$ cat config.mk
export PLATFORM = sky130hd
export DESIGN_NAME = mp_add_sequencer_flat
export DESIGN_NICKNAME = d
export VERILOG_FILES = /design/src/rtl/mp_add_sequencer_if.sv /design/src/rtl/mp_add_sequencer.sv /design/src/flat_wrapper.sv
export SDC_FILE = /design/constraint.sdc
export NUM_CORES = 1
export LEC_CHECK = 0
export CORE_UTILIZATION = 40
export CTS_CLUSTER_SIZE = 25
export DETAILED_ROUTE_END_ITERATION = 16
export HOLD_SLACK_MARGIN = 0.06
export PLACE_DENSITY = 0.76
export SYNTH_ARGS = -nofsm -noshare
export SYNTH_HDL_FRONTEND = slang
export SYNTH_SLANG_ARGS = --single-unit
$ cat constraint.sdc
create_clock -name clk -period 6.5 [get_ports clk]
set_clock_uncertainty 0.15 [all_clocks]
set_input_delay 1.625 -clock clk [delete_from_list [all_inputs] [get_ports clk]]
set_output_delay 1.625 -clock clk [all_outputs]
set_load 0.03 [all_outputs]
$ cat src/rtl/mp_add_sequencer_if.sv
// Operand/result streaming bundle for mp_add_sequencer.
// Defining MP_ADD_OVFL_EN adds the out_ovf signal.
interface mp_add_sequencer_if #(
  parameter int unsigned W = 64
);
  logic         in_valid;
  logic         in_ready;
  logic [W-1:0] in_a;
  logic [W-1:0] in_b;
  logic         in_sub;
  logic         in_last;
  logic         out_valid;
  logic         out_ready;
  logic [W-1:0] out_sum;
  logic         out_last;
  logic         out_cout;
  logic         err;
`ifdef MP_ADD_OVFL_EN
  logic         out_ovf;
`endif

  modport master (
    output in_valid, in_a, in_b, in_sub, in_last, out_ready,
`ifdef MP_ADD_OVFL_EN
    input  out_ovf,
`endif
    input  in_ready, out_valid, out_sum, out_last, out_cout, err
  );

  modport slave (
    input  in_valid, in_a, in_b, in_sub, in_last, out_ready,
`ifdef MP_ADD_OVFL_EN
    output out_ovf,
`endif
    output in_ready, out_valid, out_sum, out_last, out_cout, err
  );
endinterface

$ cat src/rtl/mp_add_sequencer.sv
// Word-serial multi-precision add/subtract around one shared W-bit Kogge-Stone adder.
// Defining MP_ADD_OVFL_EN adds a signed-overflow output for the final word.
module mp_add_sequencer #(
  parameter int unsigned W    = 64,
  parameter int unsigned MAXW = 8
) (
  input logic                clk,
  input logic                rst,
  mp_add_sequencer_if.slave  bus
);

  localparam int unsigned CW  = (MAXW > 1) ? $clog2(MAXW) : 1;
  localparam int unsigned LVL = (W > 1) ? $clog2(W) : 1;

  typedef enum logic {IDLE, ACC} state_e;

  state_e       state_q, state_d;
  logic [CW-1:0] cnt_q, cnt_d;
  logic         carry_q, carry_d;
  logic         sub_q, sub_d;
  logic         out_valid_q, out_valid_d;
  logic [W-1:0] out_sum_q, out_sum_d;
  logic         out_last_q, out_last_d;
  logic         out_cout_q, out_cout_d;
  logic         err_q, err_d;

  logic         xfer, first, at_limit, final_w, sub_eff, add_cin;
  logic [W-1:0] add_a, add_b, add_sum, add_p, add_g0, add_c;
  logic         add_cout;

  assign bus.in_ready = !out_valid_q | bus.out_ready;
  assign xfer         = bus.in_valid & bus.in_ready;
  assign first        = (state_q == IDLE);
  assign at_limit     = (cnt_q == CW'(MAXW - 1));
  assign final_w      = bus.in_last | at_limit;

  assign sub_eff = first ? bus.in_sub : sub_q;
  assign add_cin = first ? bus.in_sub : carry_q;
  assign add_a   = bus.in_a;
  assign add_b   = bus.in_b ^ {W{sub_eff}};

  // Carry-in is folded into bit 0's generate so the prefix tree yields carries directly.
  assign add_p  = add_a ^ add_b;
  assign add_g0 = (add_a & add_b) | {{(W-1){1'b0}}, add_p[0] & add_cin};

  for (genvar l = 0; l < LVL; l++) begin : g_stage
    logic [W-1:0] gi, pi, go, po;
    if (l == 0) begin : g_src
      assign gi = add_g0;
      assign pi = add_p;
    end else begin : g_chain
      assign gi = g_stage[l-1].go;
      assign pi = g_stage[l-1].po;
    end
    for (genvar i = 0; i < W; i++) begin : g_bit
      if (i >= (1 << l)) begin : g_op
        assign go[i] = gi[i] | (pi[i] & gi[i - (1 << l)]);
        assign po[i] = pi[i] & pi[i - (1 << l)];
      end else begin : g_pass
        assign go[i] = gi[i];
        assign po[i] = pi[i];
      end
    end
  end

  logic unused_po;
  assign unused_po = &{1'b0, g_stage[LVL-1].po};

  assign add_c    = {g_stage[LVL-1].go[W-2:0], add_cin};
  assign add_sum  = add_p ^ add_c;
  assign add_cout = g_stage[LVL-1].go[W-1];

`ifdef MP_ADD_OVFL_EN
  logic out_ovf_q, out_ovf_d;
  assign bus.out_ovf = out_ovf_q;
`endif

  assign bus.out_valid = out_valid_q;
  assign bus.out_sum   = out_sum_q;
  assign bus.out_last  = out_last_q;
  assign bus.out_cout  = out_cout_q;
  assign bus.err       = err_q;

  always_comb begin
    state_d     = state_q;
    cnt_d       = cnt_q;
    carry_d     = carry_q;
    sub_d       = sub_q;
    out_valid_d = out_valid_q;
    out_sum_d   = out_sum_q;
    out_last_d  = out_last_q;
    out_cout_d  = out_cout_q;
    err_d       = err_q;
`ifdef MP_ADD_OVFL_EN
    out_ovf_d   = out_ovf_q;
`endif
    if (xfer) begin
      out_valid_d = 1'b1;
      out_sum_d   = add_sum;
      out_last_d  = final_w;
      out_cout_d  = final_w & add_cout;
`ifdef MP_ADD_OVFL_EN
      out_ovf_d   = final_w & (add_c[W-1] ^ add_cout);
`endif
      if (first) sub_d = bus.in_sub;
      // A new operation clears the sticky error unless its own first word overruns.
      err_d = ((!first) & err_q) | (at_limit & !bus.in_last);
      if (final_w) begin
        state_d = IDLE;
        cnt_d   = '0;
        carry_d = 1'b0;
      end else begin
        state_d = ACC;
        cnt_d   = cnt_q + 1'b1;
        carry_d = add_cout;
      end
    end else if (bus.out_ready) begin
      out_valid_d = 1'b0;
    end
  end

  always_ff @(posedge clk) begin
    if (rst) begin
      state_q     <= IDLE;
      cnt_q       <= '0;
      carry_q     <= 1'b0;
      sub_q       <= 1'b0;
      out_valid_q <= 1'b0;
      out_sum_q   <= '0;
      out_last_q  <= 1'b0;
      out_cout_q  <= 1'b0;
      err_q       <= 1'b0;
`ifdef MP_ADD_OVFL_EN
      out_ovf_q   <= 1'b0;
`endif
    end else begin
      state_q     <= state_d;
      cnt_q       <= cnt_d;
      carry_q     <= carry_d;
      sub_q       <= sub_d;
      out_valid_q <= out_valid_d;
      out_sum_q   <= out_sum_d;
      out_last_q  <= out_last_d;
      out_cout_q  <= out_cout_d;
      err_q       <= err_d;
`ifdef MP_ADD_OVFL_EN
      out_ovf_q   <= out_ovf_d;
`endif
    end
  end

endmodule

$ cat src/flat_wrapper.sv
// flat-port wrapper written by rule: the top's interface ports become plain ports
module mp_add_sequencer_flat 
#(
  parameter int unsigned W    = 64,
  parameter int unsigned MAXW = 8
)
  (clk, rst, bus_in_valid, bus_in_a, bus_in_b, bus_in_sub, bus_in_last, bus_out_ready, bus_in_ready, bus_out_valid, bus_out_sum, bus_out_last, bus_out_cout, bus_err);
  mp_add_sequencer_if #(.W(W)) bus_i ();
  input logic clk;
  input logic rst;
  input wire logic [$bits(bus_i.in_valid)-1:0] bus_in_valid;
  input wire logic [$bits(bus_i.in_a)-1:0] bus_in_a;
  input wire logic [$bits(bus_i.in_b)-1:0] bus_in_b;
  input wire logic [$bits(bus_i.in_sub)-1:0] bus_in_sub;
  input wire logic [$bits(bus_i.in_last)-1:0] bus_in_last;
  input wire logic [$bits(bus_i.out_ready)-1:0] bus_out_ready;
  output wire logic [$bits(bus_i.in_ready)-1:0] bus_in_ready;
  output wire logic [$bits(bus_i.out_valid)-1:0] bus_out_valid;
  output wire logic [$bits(bus_i.out_sum)-1:0] bus_out_sum;
  output wire logic [$bits(bus_i.out_last)-1:0] bus_out_last;
  output wire logic [$bits(bus_i.out_cout)-1:0] bus_out_cout;
  output wire logic [$bits(bus_i.err)-1:0] bus_err;
  assign bus_i.in_valid = bus_in_valid;
  assign bus_i.in_a = bus_in_a;
  assign bus_i.in_b = bus_in_b;
  assign bus_i.in_sub = bus_in_sub;
  assign bus_i.in_last = bus_in_last;
  assign bus_i.out_ready = bus_out_ready;
  assign bus_in_ready = bus_i.in_ready;
  assign bus_out_valid = bus_i.out_valid;
  assign bus_out_sum = bus_i.out_sum;
  assign bus_out_last = bus_i.out_last;
  assign bus_out_cout = bus_i.out_cout;
  assign bus_err = bus_i.err;
  mp_add_sequencer #(.W(W), .MAXW(MAXW)) u_core (.clk(clk), .rst(rst), .bus(bus_i));
endmodule
# After elaboration in Yosys (flattened, before gate mapping)
# Cells that the tools add are included.
# op_classes
addsub	1
n_eq_ne	1
n_mux	7
bitwise	913
reduce_logical	3
# ops
operator	count
$and 1x1->1	584
$or 1x1->1	324
$xor 64x64->64	3
$and 64x64->64	1
$or 64x1->64	1
$mux 1	6
$add 3x1->3 const B	1
$eq 3x3->1 const B	1
$mux 3	1
$logic_not 1->1	2
$reduce_bool 2->1	1
# totals
reg_bits	74
inputBits	134
output_inout_bits	69
elab_cells	934

# Depth between registers and ports, before layout
# Gate-level depths: netlist of run 1.
# depth
word_depth	18
depth_mapped	15
ltp_nobuf	13

# Worst setup path before layout of run 1
# No wires, ideal clock.
# synth_timing
kind	input to register
from	input port bus_in_sub
to	register u_core.out_sum_q[62], in the netlist u_core.bus.out_sum[62]
setup_time_ns	0.117
arrival_ns	5.353
required_ns	6.233
path_slack_ns	0.880
path_stages	15
path_cell_list	mux2i_1 buf_1 clkbuf_1 xnor2_1 fa_1 fa_1 a211oi_1 nor2_1 o21a_1 o2111ai_2 a31oi_4 a31oi_4 nor4_2 or3_1 a32o_1
# synth_via
elab_chain_len	16
# synth_rtl
item	line	rtl
from (decl)	flat_wrapper.sv:14	input wire logic [$bits(bus_i.in_sub)-1:0] bus_in_sub;
$mux 1	mp_add_sequencer.sv:37	assign sub_eff = first ? bus.in_sub : sub_q;
$xor 64x64->64	mp_add_sequencer.sv:40	assign add_b = bus.in_b ^ {W{sub_eff}};
$and 64x64->64 / $xor 64x64->64 (equally long branches)	mp_add_sequencer.sv:44, mp_add_sequencer.sv:43	
$or 64x1->64 / $and 1x1->1 (equally long branches)	mp_add_sequencer.sv:44	assign add_g0 = (add_a & add_b) | {{(W-1){1'b0}}, add_p[0] & add_cin};
$and 1x1->1 / $or 64x1->64 (equally long branches)	mp_add_sequencer.sv:57, mp_add_sequencer.sv:44	
$or 1x1->1 / $and 1x1->1 (equally long branches)	mp_add_sequencer.sv:57	assign go[i] = gi[i] | (pi[i] & gi[i - (1 << l)]);
$and 1x1->1 / $or 1x1->1 (equally long branches)	mp_add_sequencer.sv:57	
$or 1x1->1 / $and 1x1->1 (equally long branches)	mp_add_sequencer.sv:57	
$and 1x1->1 / $or 1x1->1 (equally long branches)	mp_add_sequencer.sv:57	
$or 1x1->1 / $and 1x1->1 (equally long branches)	mp_add_sequencer.sv:57	
$and 1x1->1 / $or 1x1->1 (equally long branches)	mp_add_sequencer.sv:57	
$or 1x1->1 / $and 1x1->1 (equally long branches)	mp_add_sequencer.sv:57	
$and 1x1->1 / $or 1x1->1 (equally long branches)	mp_add_sequencer.sv:57	
$or 1x1->1 / $and 1x1->1 (equally long branches)	mp_add_sequencer.sv:57	
$or 1x1->1	mp_add_sequencer.sv:57	
$xor 64x64->64 (*)	mp_add_sequencer.sv:70	assign add_sum = add_p ^ add_c;
to (signal assigned)	mp_add_sequencer.sv:142	out_sum_q <= out_sum_d;
to (decl)	mp_add_sequencer.sv:22	logic [W-1:0] out_sum_q, out_sum_d;
# Mark *: on every way between the ends. The rest lies on a longest branch, timed or not.
# A chain may end at the register's enable or synchronous reset.

# Worst setup path in the final report of run 1
# layout_timing
from	input port bus_in_sub
to	register u_core.out_cout_q, in the netlist u_core.bus.out_cout
# layout_via
elab_chain_len	18
# layout_rtl
item	line	rtl
$mux 1	mp_add_sequencer.sv:37	
$xor 64x64->64	mp_add_sequencer.sv:40	
$xor 64x64->64	mp_add_sequencer.sv:43	assign add_p = add_a ^ add_b;
$and 1x1->1	mp_add_sequencer.sv:44	
$or 64x1->64	mp_add_sequencer.sv:44	
$and 1x1->1	mp_add_sequencer.sv:57	
$or 1x1->1	mp_add_sequencer.sv:57	
$and 1x1->1	mp_add_sequencer.sv:57	
[... 2 more ...]	-	
$or 1x1->1	mp_add_sequencer.sv:57	
$and 1x1->1	mp_add_sequencer.sv:57	
$or 1x1->1	mp_add_sequencer.sv:57	
$and 1x1->1	mp_add_sequencer.sv:57	
$or 1x1->1	mp_add_sequencer.sv:57	
$and 1x1->1	mp_add_sequencer.sv:57	
$or 1x1->1 (*)	mp_add_sequencer.sv:57	
$and 1x1->1 (*)	mp_add_sequencer.sv:101	out_cout_d = final_w & add_cout;
to (signal assigned)	mp_add_sequencer.sv:144	out_cout_q <= out_cout_d;
to (decl)	mp_add_sequencer.sv:24	logic out_cout_q, out_cout_d;
# Marks and branches as above.

==> metrics.cfg, run 1 <==
[global_routing]
overflow = 0
grt_max_degree = 50
antenna_found_initial = 0
grt_pass1_vias = 7067
grt_pass1_wl_um = 35100
grt_use_total = 0.245

[critical_path]
crit_path_end_kind = register
r2r-start = u_core.state_q$_SDFFE_PP0P_
path_cells = clkdlybuf4s50_1 > mux2i_4 > xnor2_1 > fa_1 > fa_1 > a211oi_1 > nor2_1 > o21ai_0 > a21oi_2 > o21ai_2 > o31a_1 > nor4_1 > o31ai_1 > o21ai_0
cp.arrival_ps = 5310
start_kind = input pin
crit_slowest_cell = clkdlybuf4s50_1
path_class = input pin to register
critical_path.startpoint = bus_in_sub
crit_fanout = 5
crit_required_ps = 6580
slowest_delay_ps = 460

[sta]
fin_tns_setup_ps = 0
drv_slew = 0
finalCriticalPeriod_ps = 5240
final_hold_viol_count = 0
fin_crit_sh = 0.806
max_freq_mhz = 191
worst_slew_pin_slew_ps = 839
slew_headroom = 0.439
setup_viol = 0
rsz0062_at_grt = false

[power]
power_leakage_nw = 3.59
fin_total_pwr_mw = 2.44
cellPowerDensity_nw_per_um2 = 256
peakVddDrop_mv = 0.136

[yosys]
synth_area_um2 = 7110
synth_cell_type_count = 74
muxShareOfSynthArea = 0.00739
syn_avg_cell_area_um2 = 7.52
synth_edf_count = 0
synth_top_area_share = 0.208
synth_top_family_by_area = compound AO/OA/AOI/OAI gates
synth_top_area_cell = dfxtp_1
ys_top_cells_by_area = dfxtp_1 21%, ha_1 11%, xnor2_1 11%
ys_seq_elements = 74
synth-compound-area-share = 0.280
synth_adder_area_share = 0.120
syn-instance-count = 946
synth_seq_area_share = 0.208
yosys_warnings = 0
ys.flop_type = dfxtp_1
async_reset_ff_frac = 0
synth_xor_area_frac = 0.147
synth_fp_nets = 1147
yosys.area_share.simple = 0.189

[cells_and_area]
final_cell_mix = 201 x clkdlybuf4s50_1, 152 x nand2_1, 119 x a21oi_1
drive_above_1_share = 0.0467
diodes = 0
area_delta_synth_final_pct = 34.4
layout_commonest_cell = clkdlybuf4s50_1
fin_util = 0.551
instances_no_fill = 1338
nNetsFinal = 1309

[min_path]
hold_path_class = register to register
min_from = u_core.bus.out_sum[24]$_SDFFE_PP0P_

[floorplanning]
die_h_um = 135
start_util = 0.410
core_region_area_um2 = 17400
dieArea_um2 = 18300
fp-row-count = 48
pin_count = 203
die_w_um = 135

[clocking]
cts_made_buffers = 9
cts_setup_buffers = 0
cts_buffer_depth = 2
clk-insertion-delay-late_ps = 350
cts_resized = 0
cts_max_level = 3
clockRootBuffer = clkbuf_16
cts_hold_buf = 0
tritoncts = done
clock-sinks = 74
path_clk_slew_ps = 60

[detailed_routing]
num_vias = 7437
drt-initial-drc-count = 472
drc = 0
dr.pass1.iters = 7
drtAntennaViolNets = 0
routed_via_density = 5.56
wire_per_inst_um = 16.9
wirelength_um = 22600

[flow_run]
cap_violations = 0

[placed_design]
io_buffers = 202
dpl.cell_count = 1322
gp_congestion = 0.947
dp_hpwl_um = 17900

[outcome]
status = finished clean

-- logic make-up after synthesis --
logic type	Yosys count
adders and majority gates	67
and+or+nand+nor	293
xor gates and xnor gates	119
DFF	74
buffers and inverters	73
AOI/OAI and AO/OA	315
muxes	5
-- final timing paths --
path | to | slack (ps) | depth (start not counted)
setup reg to reg | u_core.bus.out_cout$_SDFFE_PP0P_ | 2460 | 13
hold / removal | u_core.bus.out_sum[24]$_SDFFE_PP0P_ | 300 | 2
hold reg to reg | u_core.bus.out_sum[24]$_SDFFE_PP0P_ | 300 | 2
setup / recovery | u_core.bus.out_cout$_SDFFE_PP0P_ | 1260 | 14
-- registers in the layout (all words and copies together), names as in the netlist --
signal and cells:
u_core.bus.out_cout 1, u_core.state_q 1, u_core.bus.err 1, u_core.bus.out_last 1
u_core.sub_q 1, u_core.bus.out_sum 64, u_core.carry_q 1, u_core.cnt_q 3
u_core.bus.out_valid 1
-- routing by layer --
| layer | track usage | up-vias | share of wire |
|---|---|---|---|
| li1 | - | 3704 | - |
| met1 | 0.312 | 3411 | 0.44 |
| met2 | 0.413 | 281 | 0.47 |
| met3 | 0.0288 | 41 | 0.064 |
| met4 | 0.109 | 0 | 0.029 |
| met5 | 0 | - | 0 |
-- cells in the mapped netlist, drive strengths merged, types with 3 or more instances --
master     n
a211oi    13
a21boi     6
a21o      16
a21oi    122
a22o       3
a22oi      3
a31oi      9
and2       3
and3       4
buf       21
clkbuf    37
dfxtp     74
ha        65
inv       15
mux2i      3
nand2    153
nand2b     3
nand3     12
nand4     26
nor2      45
nor2b      4
nor3      19
nor4       5
o2111ai    3
o211ai     4
o21a      15
o21ai     78
o21bai    14
o22ai      4
o2bb2ai    3
o31ai      6
or2        3
or3        6
xnor2     91
xor2      28
-- report_power, final --
part | internal, mW | switching [mW] | leakage (nW) | total [mW]
Clock | 0.397 | 0.216 | 0.169 | 0.612
Combinational | 0.538 | 0.736 | 2.81 | 1.27
Sequential | 0.520 | 0.0383 | 0.609 | 0.558
Total | 1.45 | 0.990 | 3.59 | 2.44
-- worst max-delay path, delay by kind of cell --
family / cells / cell delay, ps
AOI/OAI and AO/OA: 7 / 1730
xor gates and xnor gates: 1 / 120
adders and majority gates: 2 / 860
buffers and inverters: 1 / 460
muxes: 1 / 230
and+or+nand+nor: 2 / 260
-- cell type report --
| cell class | count | area, um2 |
|---|---|---|
| Tap cell | 225 | 282 |
| Fill cell | 1673 | 7800 |
| Clock buffer | 12 | 256 |
| Inverter | 15 | 56.3 |
| Clock inverter | 4 | 97.6 |
| Timing Repair Buffer | 209 | 2080 |
| Sequential cell | 74 | 1480 |
| Multi-Input combinational cell | 799 | 5310 |
-- metrics by stage --
stage / hold WS (ps) / instance area [um2] / setup WS, ps
2_1_floorplan: 269 / 7110 / 880
4_1_cts: 301 / 9560 / 1270
3_3_place_gp: 283 / 9210 / 1010
5_1_grt: 323 / 9560 / 1010
3_5_place_dp: 292 / 9210 / 910
6_report: 301 / 9560 / 1260
No activity file was read; power rests on OpenSTA's default activity.
==> inputs of run 2 (changes only) <==
--- a/config.mk
+++ b/config.mk
@@ -9,7 +9,7 @@
 export CTS_CLUSTER_SIZE = 25
 export DETAILED_ROUTE_END_ITERATION = 16
 export HOLD_SLACK_MARGIN = 0.06
-export PLACE_DENSITY = 0.76
+export PLACE_DENSITY = 0.79
 export SYNTH_ARGS = -nofsm -noshare
 export SYNTH_HDL_FRONTEND = slang
 export SYNTH_SLANG_ARGS = --single-unit
==> constraint.sdc (replaced) <==
create_clock -name clk -period 4.39 [get_ports clk]
set_clock_uncertainty 0.15 [all_clocks]
set_input_delay 1.0975 -clock clk [delete_from_list [all_inputs] [get_ports clk]]
set_output_delay 1.0975 -clock clk [all_outputs]
set_load 0.03 [all_outputs]
==> metrics.cfg, run 2 (synthesized netlist as in run 1, its figures left out) <==
[power]
power_leakage_nw = 4.69  ; +31%
cellPowerDensity_nw_per_um2 = 351  ; +37%
switchingPower_mw = 1.64  ; +66%
peakVddDrop_mv = 0.233  ; +71%
pwr-share-seq = 0.208  ; -0.020
internal-power_mw = 2.35  ; +62%
sw_frac_of_total = 0.411  ; +0.00626
p_comb_frac = 0.608  ; +0.087
power_frac_clock = 0.184  ; -0.066

[floorplanning]
dieArea_um2 = 18300  ; unchanged
fp-row-count = 48  ; unchanged
start_util = 0.410  ; unchanged
core_region_area_um2 = 17400  ; unchanged
pin_count = 203  ; unchanged
die_w_um = 135  ; unchanged
die_h_um = 135  ; unchanged

[global_routing]
grt_use_total = 0.275  ; +0.0307
grt_max_degree = 49  ; -2.0%
grt_pass1_vias = 8133  ; +15%
grt_pass1_wl_um = 39700  ; +13%
antenna_found_initial = 0  ; unchanged
overflow = 0  ; unchanged

[cells_and_area]
instances_no_fill = 1562  ; +17%
drive_above_1_share = 0.224  ; +0.178
nNetsFinal = 1533  ; +17%
final_cell_mix = 222 x buf_4, 200 x clkdlybuf4s50_1, 152 x nand2_1
largest_register_ffs = 64  ; unchanged
area_delta_synth_final_pct = 59.9
diodes = 0  ; unchanged
layout_commonest_cell = buf_4
fillCellCount = 1444  ; -14%

[sta]
drv_slew = 0  ; unchanged
finalCriticalPeriod_ps = 4300
setup_viol = 0  ; unchanged
fin_crit_sh = 0.979
worst_slew_pin_slew_ps = 617  ; -222 ps
rsz0062_at_grt = false
max_freq_mhz = 233
slew_headroom = 0.588  ; +0.149
fin_tns_setup_ps = 0  ; unchanged
final_hold_viol_count = 0  ; unchanged

[critical_path]
slowest_delay_ps = 460  ; about the same
path_class = input pin to register
crit_required_ps = 4490  ; -2090 ps
crit_path_end_kind = register
path_buf_inv = 1  ; unchanged
r2r-start = u_core.state_q$_SDFFE_PP0P_
start_kind = input pin
r2r_setup_slack_ps = 410  ; -2050 ps
crit_fanout = 3  ; -2
cp.arrival_ps = 4400  ; -910 ps
rr_worst_depth = 17  ; +4
crit_cells = 13  ; -1
path_cells = clkdlybuf4s50_1 > xnor2_2 > fa_2 > fa_2 > a211oi_2 > nor2_1 > o21a_1 > o2111ai_4 > a31oi_4 > a31oi_4 > nor4_2 > or3_1 > a32o_1
crit_family = compound AO/OA/AOI/OAI gates
r2r_end = u_core.carry_q$_SDFFE_PP0P_
crit_slowest_cell = clkdlybuf4s50_1

[clocking]
clk-insertion-delay-late_ps = 360  ; about the same
path_clk_slew_ps = 70  ; about the same
clock-sinks = 74  ; unchanged
cts_hold_buf = 0  ; unchanged
cts_made_buffers = 9  ; unchanged
cts_max_level = 3  ; unchanged
cts_buffer_depth = 2  ; unchanged
tritoncts = done
clockRootBuffer = clkbuf_16

[detailed_routing]
drc = 0  ; unchanged
wirelength_um = 25900  ; +15%
dr.pass1.iters = 5  ; -2
drtAntennaViolNets = 0  ; unchanged
routed_via_density = 5.44  ; -2.1%
num_vias = 8497  ; +14%
wire_per_inst_um = 16.6  ; -1.7%
drt-initial-drc-count = 610  ; +29%

[min_path]
holdPathEnd = u_core.bus.out_sum[43]$_SDFFE_PP0P_
min_from = u_core.bus.out_sum[43]$_SDFFE_PP0P_
holdPathStages = 2  ; unchanged
hold_path_class = register to register

[placed_design]
io_buffers = 202  ; unchanged
dp_hpwl_um = 19900  ; +11%
dpl.cell_count = 1524  ; +15%
gp_congestion = 0.940  ; -0.69%

[outcome]
status = finished clean

[flow_run]
cap_violations = 0  ; unchanged

[run 2: cell count changes in the layout (fill, tap and decap cells not counted), sizes merged]
cell / delta
clkdlybuf4s50: -1
inv: +2
clkbuf: -1
buf: +223
clkinv: +4
bufinv: -3
[run 2: power groups by stage]
| stage | Sequential (mW) | Clock, mW | Combinational [mW] |
|---|---|---|---|
| after detailed placement | 0.845 | 0 | 2.30 |
| after floorplan | 1.01 | 0 | 1.11 |
| after CTS | 0.831 | 0.735 | 2.35 |
| after global placement | 0.842 | 0 | 2.28 |
| after global routing | 0.842 | 0.763 | 2.61 |
| final | 0.832 | 0.733 | 2.43 |
[run 2: how the worst max path moves through the flow]
stage,start,end
global placement,bus_in_sub,u_core.bus.out_sum[63]$_SDFFE_PP0P_
CTS,bus_in_sub,u_core.bus.out_sum[60]$_SDFFE_PP0P_
detailed placement,bus_in_sub,u_core.bus.out_sum[62]$_SDFFE_PP0P_
global route,bus_in_b[0],u_core.bus.out_sum[62]$_SDFFE_PP0P_
finish,bus_in_b[0],u_core.bus.out_sum[62]$_SDFFE_PP0P_
floorplan,bus_in_sub,u_core.bus.out_sum[62]$_SDFFE_PP0P_
[run 2: per-stage QoR]
step           total power, mW  area [um2]  hold WS (ps)  setup WS (ps)   util
6_report                  3.99       11400           300           93.1  0.655
5_1_grt                   4.22       11400           320           3.48  0.655
4_1_cts                   3.92       11200           305            160  0.644
3_5_place_dp              3.15       10700           296           -490  0.618
3_3_place_gp              3.12       10700           285           -386  0.618
2_1_floorplan             2.13        7140           269          -8.80      -
[run 2: layer usage]
layer	wire, um	global-route usage	vias up	share of wire
li1	-	-	4170	-
met1	11100	0.345	3916	0.43
met2	12200	0.464	353	0.47
met3	1730	0.0363	58	0.067
met4	795	0.133	0	0.031
met5	0	0	-	0
[run 2: tightest hold or removal path, cell delays in order, from the launching register on]
cell,delay (ps)
dfxtp_1,310
nand2_1,50
o21ai_1,50
[run 2: layout make-up]
type                            instances  area (um2)  share of cell area
Clock buffer                            9         225              0.0198
Clock inverter                          7        52.6             0.00462
Inverter                               15        56.3             0.00495
Multi-Input combinational cell        799        5430               0.478
Sequential cell                        74        1480               0.130
Tap cell                              225         282              0.0248
Timing Repair Buffer                  433        3840               0.338
[run 2: timing repair]
action | in CTS | in global routing
pin swaps | 6 | 21
gates resized for setup | 14 | 29
gates cloned | 1 | 1
setup endpoints to repair | 8 | 20
hold endpoints to repair | 0 | 0
setup buffers | 9 | 11
==> inputs of run 3 (changes only) <==
--- a/config.mk
+++ b/config.mk
@@ -5,6 +5,7 @@
 export SDC_FILE = /design/constraint.sdc
 export NUM_CORES = 1
 export LEC_CHECK = 0
+export CORE_ASPECT_RATIO = 0.9
 export CORE_UTILIZATION = 40
 export CTS_CLUSTER_SIZE = 25
 export DETAILED_ROUTE_END_ITERATION = 16
==> metrics.cfg, run 3 (synthesized netlist as in run 1, its figures left out) <==
[outcome]
status = finished clean

[cells_and_area]
fillCellCount = 1451  ; +0.48%
drive_above_1_share = 0.228  ; +0.00363
area_delta_synth_final_pct = 61.2
instances_no_fill = 1577  ; +0.96%
regArea_um2 = 1480  ; unchanged
nNetsFinal = 1538  ; +0.33%
layout_commonest_cell = buf_4
diodes = 0  ; unchanged
final_cell_mix = 230 x buf_4, 200 x clkdlybuf4s50_1, 152 x nand2_1
largest_register_ffs = 64  ; unchanged
multiInputGateArea_um2 = 5450  ; +0.39%

[detailed_routing]
drtAntennaViolNets = 0  ; unchanged
routed_via_density = 5.40  ; -0.67%
wire_per_inst_um = 16.5  ; -0.42%
num_vias = 8521  ; +0.28%
drt-initial-drc-count = 593  ; -2.8%
drc = 0  ; unchanged
dr.pass1.iters = 5  ; unchanged
wirelength_um = 26000  ; +0.53%

[global_routing]
grt_pass1_wl_um = 41000  ; +3.3%
grt_max_degree = 49  ; unchanged
grt_use_total = 0.282  ; +0.00714
overflow = 0  ; unchanged
antenna_found_initial = 0  ; unchanged
grt_pass1_vias = 8425  ; +3.6%

[sta]
slew_headroom = 0.578  ; -0.00972
drv_slew = 0  ; unchanged
finalCriticalPeriod_ps = 4280  ; -19.9 ps
max_freq_mhz = 234  ; +0.46%
worst_slew_pin_slew_ps = 631  ; +14.5 ps
final_hold_viol_count = 0  ; unchanged
setup_viol = 0  ; unchanged
fin_crit_sh = 0.974  ; -0.00452

[power]
p_comb_frac = 0.596  ; -0.012
sw_frac_of_total = 0.401  ; -0.0104
power_frac_clock = 0.202  ; +0.018
cellPowerDensity_nw_per_um2 = 359  ; +2.3%
internal-power_mw = 2.47  ; +5.0%
fin_total_pwr_mw = 4.12  ; +3.1%
peakVddDrop_mv = 0.194  ; -17%
pwr-share-seq = 0.202  ; -0.006
switchingPower_mw = 1.65  ; +0.53%
power_leakage_nw = 4.71  ; +0.41%

[clocking]
tritoncts = done
cts_buffer_depth = 2  ; unchanged
cts_max_level = 3  ; unchanged
clockRootBuffer = clkbuf_16
clk-insertion-delay-late_ps = 350  ; about the same
clock-sinks = 74  ; unchanged
cts_hold_buf = 0  ; unchanged
cts_made_buffers = 9  ; unchanged
path_clk_slew_ps = 70  ; about the same

[critical_path]
crit_path_end_kind = register
cp.arrival_ps = 4370  ; -30 ps
crit_required_ps = 4480  ; about the same
path_class = input pin to register
crit_fanout = 8  ; +5
start_kind = input pin

[flow_run]
cap_violations = 0  ; unchanged

[placed_design]
io_buffers = 202  ; unchanged
gp_congestion = 0.978  ; +4.0%
dpl.cell_count = 1543  ; +1.2%
dp_hpwl_um = 20400  ; +2.2%

[floorplanning]
die_w_um = 143  ; +5.3%
start_util = 0.415  ; +0.00575
pin_count = 203  ; unchanged
die_h_um = 128  ; -5.1%
core_region_area_um2 = 17100  ; -1.4%
fp-row-count = 45  ; -6.3%
dieArea_um2 = 18300  ; about the same

[min_path]
hold_path_class = register to register

## run 3: layout make-up
type / count / share of cell area
clock buffer: 10 / 0.0200
clock inverter: 6 / 0.00786
inverter: 15 / 0.00491
multi-input combinational: 799 / 0.476
sequential: 74 / 0.129
tap: 235 / 0.0256
timing repair buffer: 438 / 0.337
## run 3: metal layers
metal	global-route usage	share of wire
met4	0.118	0.029
met2	0.474	0.46
met1	0.362	0.44
met3	0.0424	0.066
met5	0	0
## run 3: what timing repair did
item / CTS / global route
endpoints found under the setup margin: 14 / 28
cloned: 1 / 0
gates resized for setup: 6 / 37
pin swaps: 9 / 14
setup buffers: 11 / 6
## run 3: power groups by stage
stage	clock (mW)	sequential (mW)	combinational, mW
2_1_floorplan	0	1.01	1.11
4_1_cts	0.832	0.832	2.37
3_5_place_dp	0	0.846	2.31
3_3_place_gp	0	0.844	2.27
6_report	0.832	0.832	2.45
5_1_grt	0.862	0.842	2.63
## run 3: path summary, 6_finish.rpt
kind                                       start                                   to  slack (ps)  cells after the start
min          u_core.bus.out_sum[19]$_SDFFE_PP0P_  u_core.bus.out_sum[19]$_SDFFE_PP0P_         300                      2
min reg2reg  u_core.bus.out_sum[19]$_SDFFE_PP0P_  u_core.bus.out_sum[19]$_SDFFE_PP0P_         300                      2
max                                   bus_in_sub  u_core.bus.out_sum[62]$_SDFFE_PP0P_         110                     15
max reg2reg          u_core.state_q$_SDFFE_PP0P_  u_core.bus.out_sum[62]$_SDFFE_PP0P_         510                     14
## run 3: metrics by stage
stage                     setup slack (ps)  setup TNS (ps)   util  hold WS [ps]  instance area [um2]
after global routing                 -24.8           -32.2  0.670           319                11500
final                                  113               0  0.670           301                11500
after floorplan                      -8.80           -8.80      -           269                 7140
after CTS                             62.9               0  0.658           302                11300
after detailed placement              -521          -13000  0.631           295                10800
after global placement                -360           -8010  0.631           289                10800
## run 3: critical path, cell delays in order
cell	delay [ps]
clkdlybuf4s15_1	230
mux2i_4	280
buf_12	180
buf_12	140
xnor2_1	120
ha_1	310
nand2_1	120
o21ai_0	140
a21o_1	240
a2111oi_4	450
a31oi_4	200
a31oi_4	210
nor4_4	50
or3_1	350
a32o_1	240
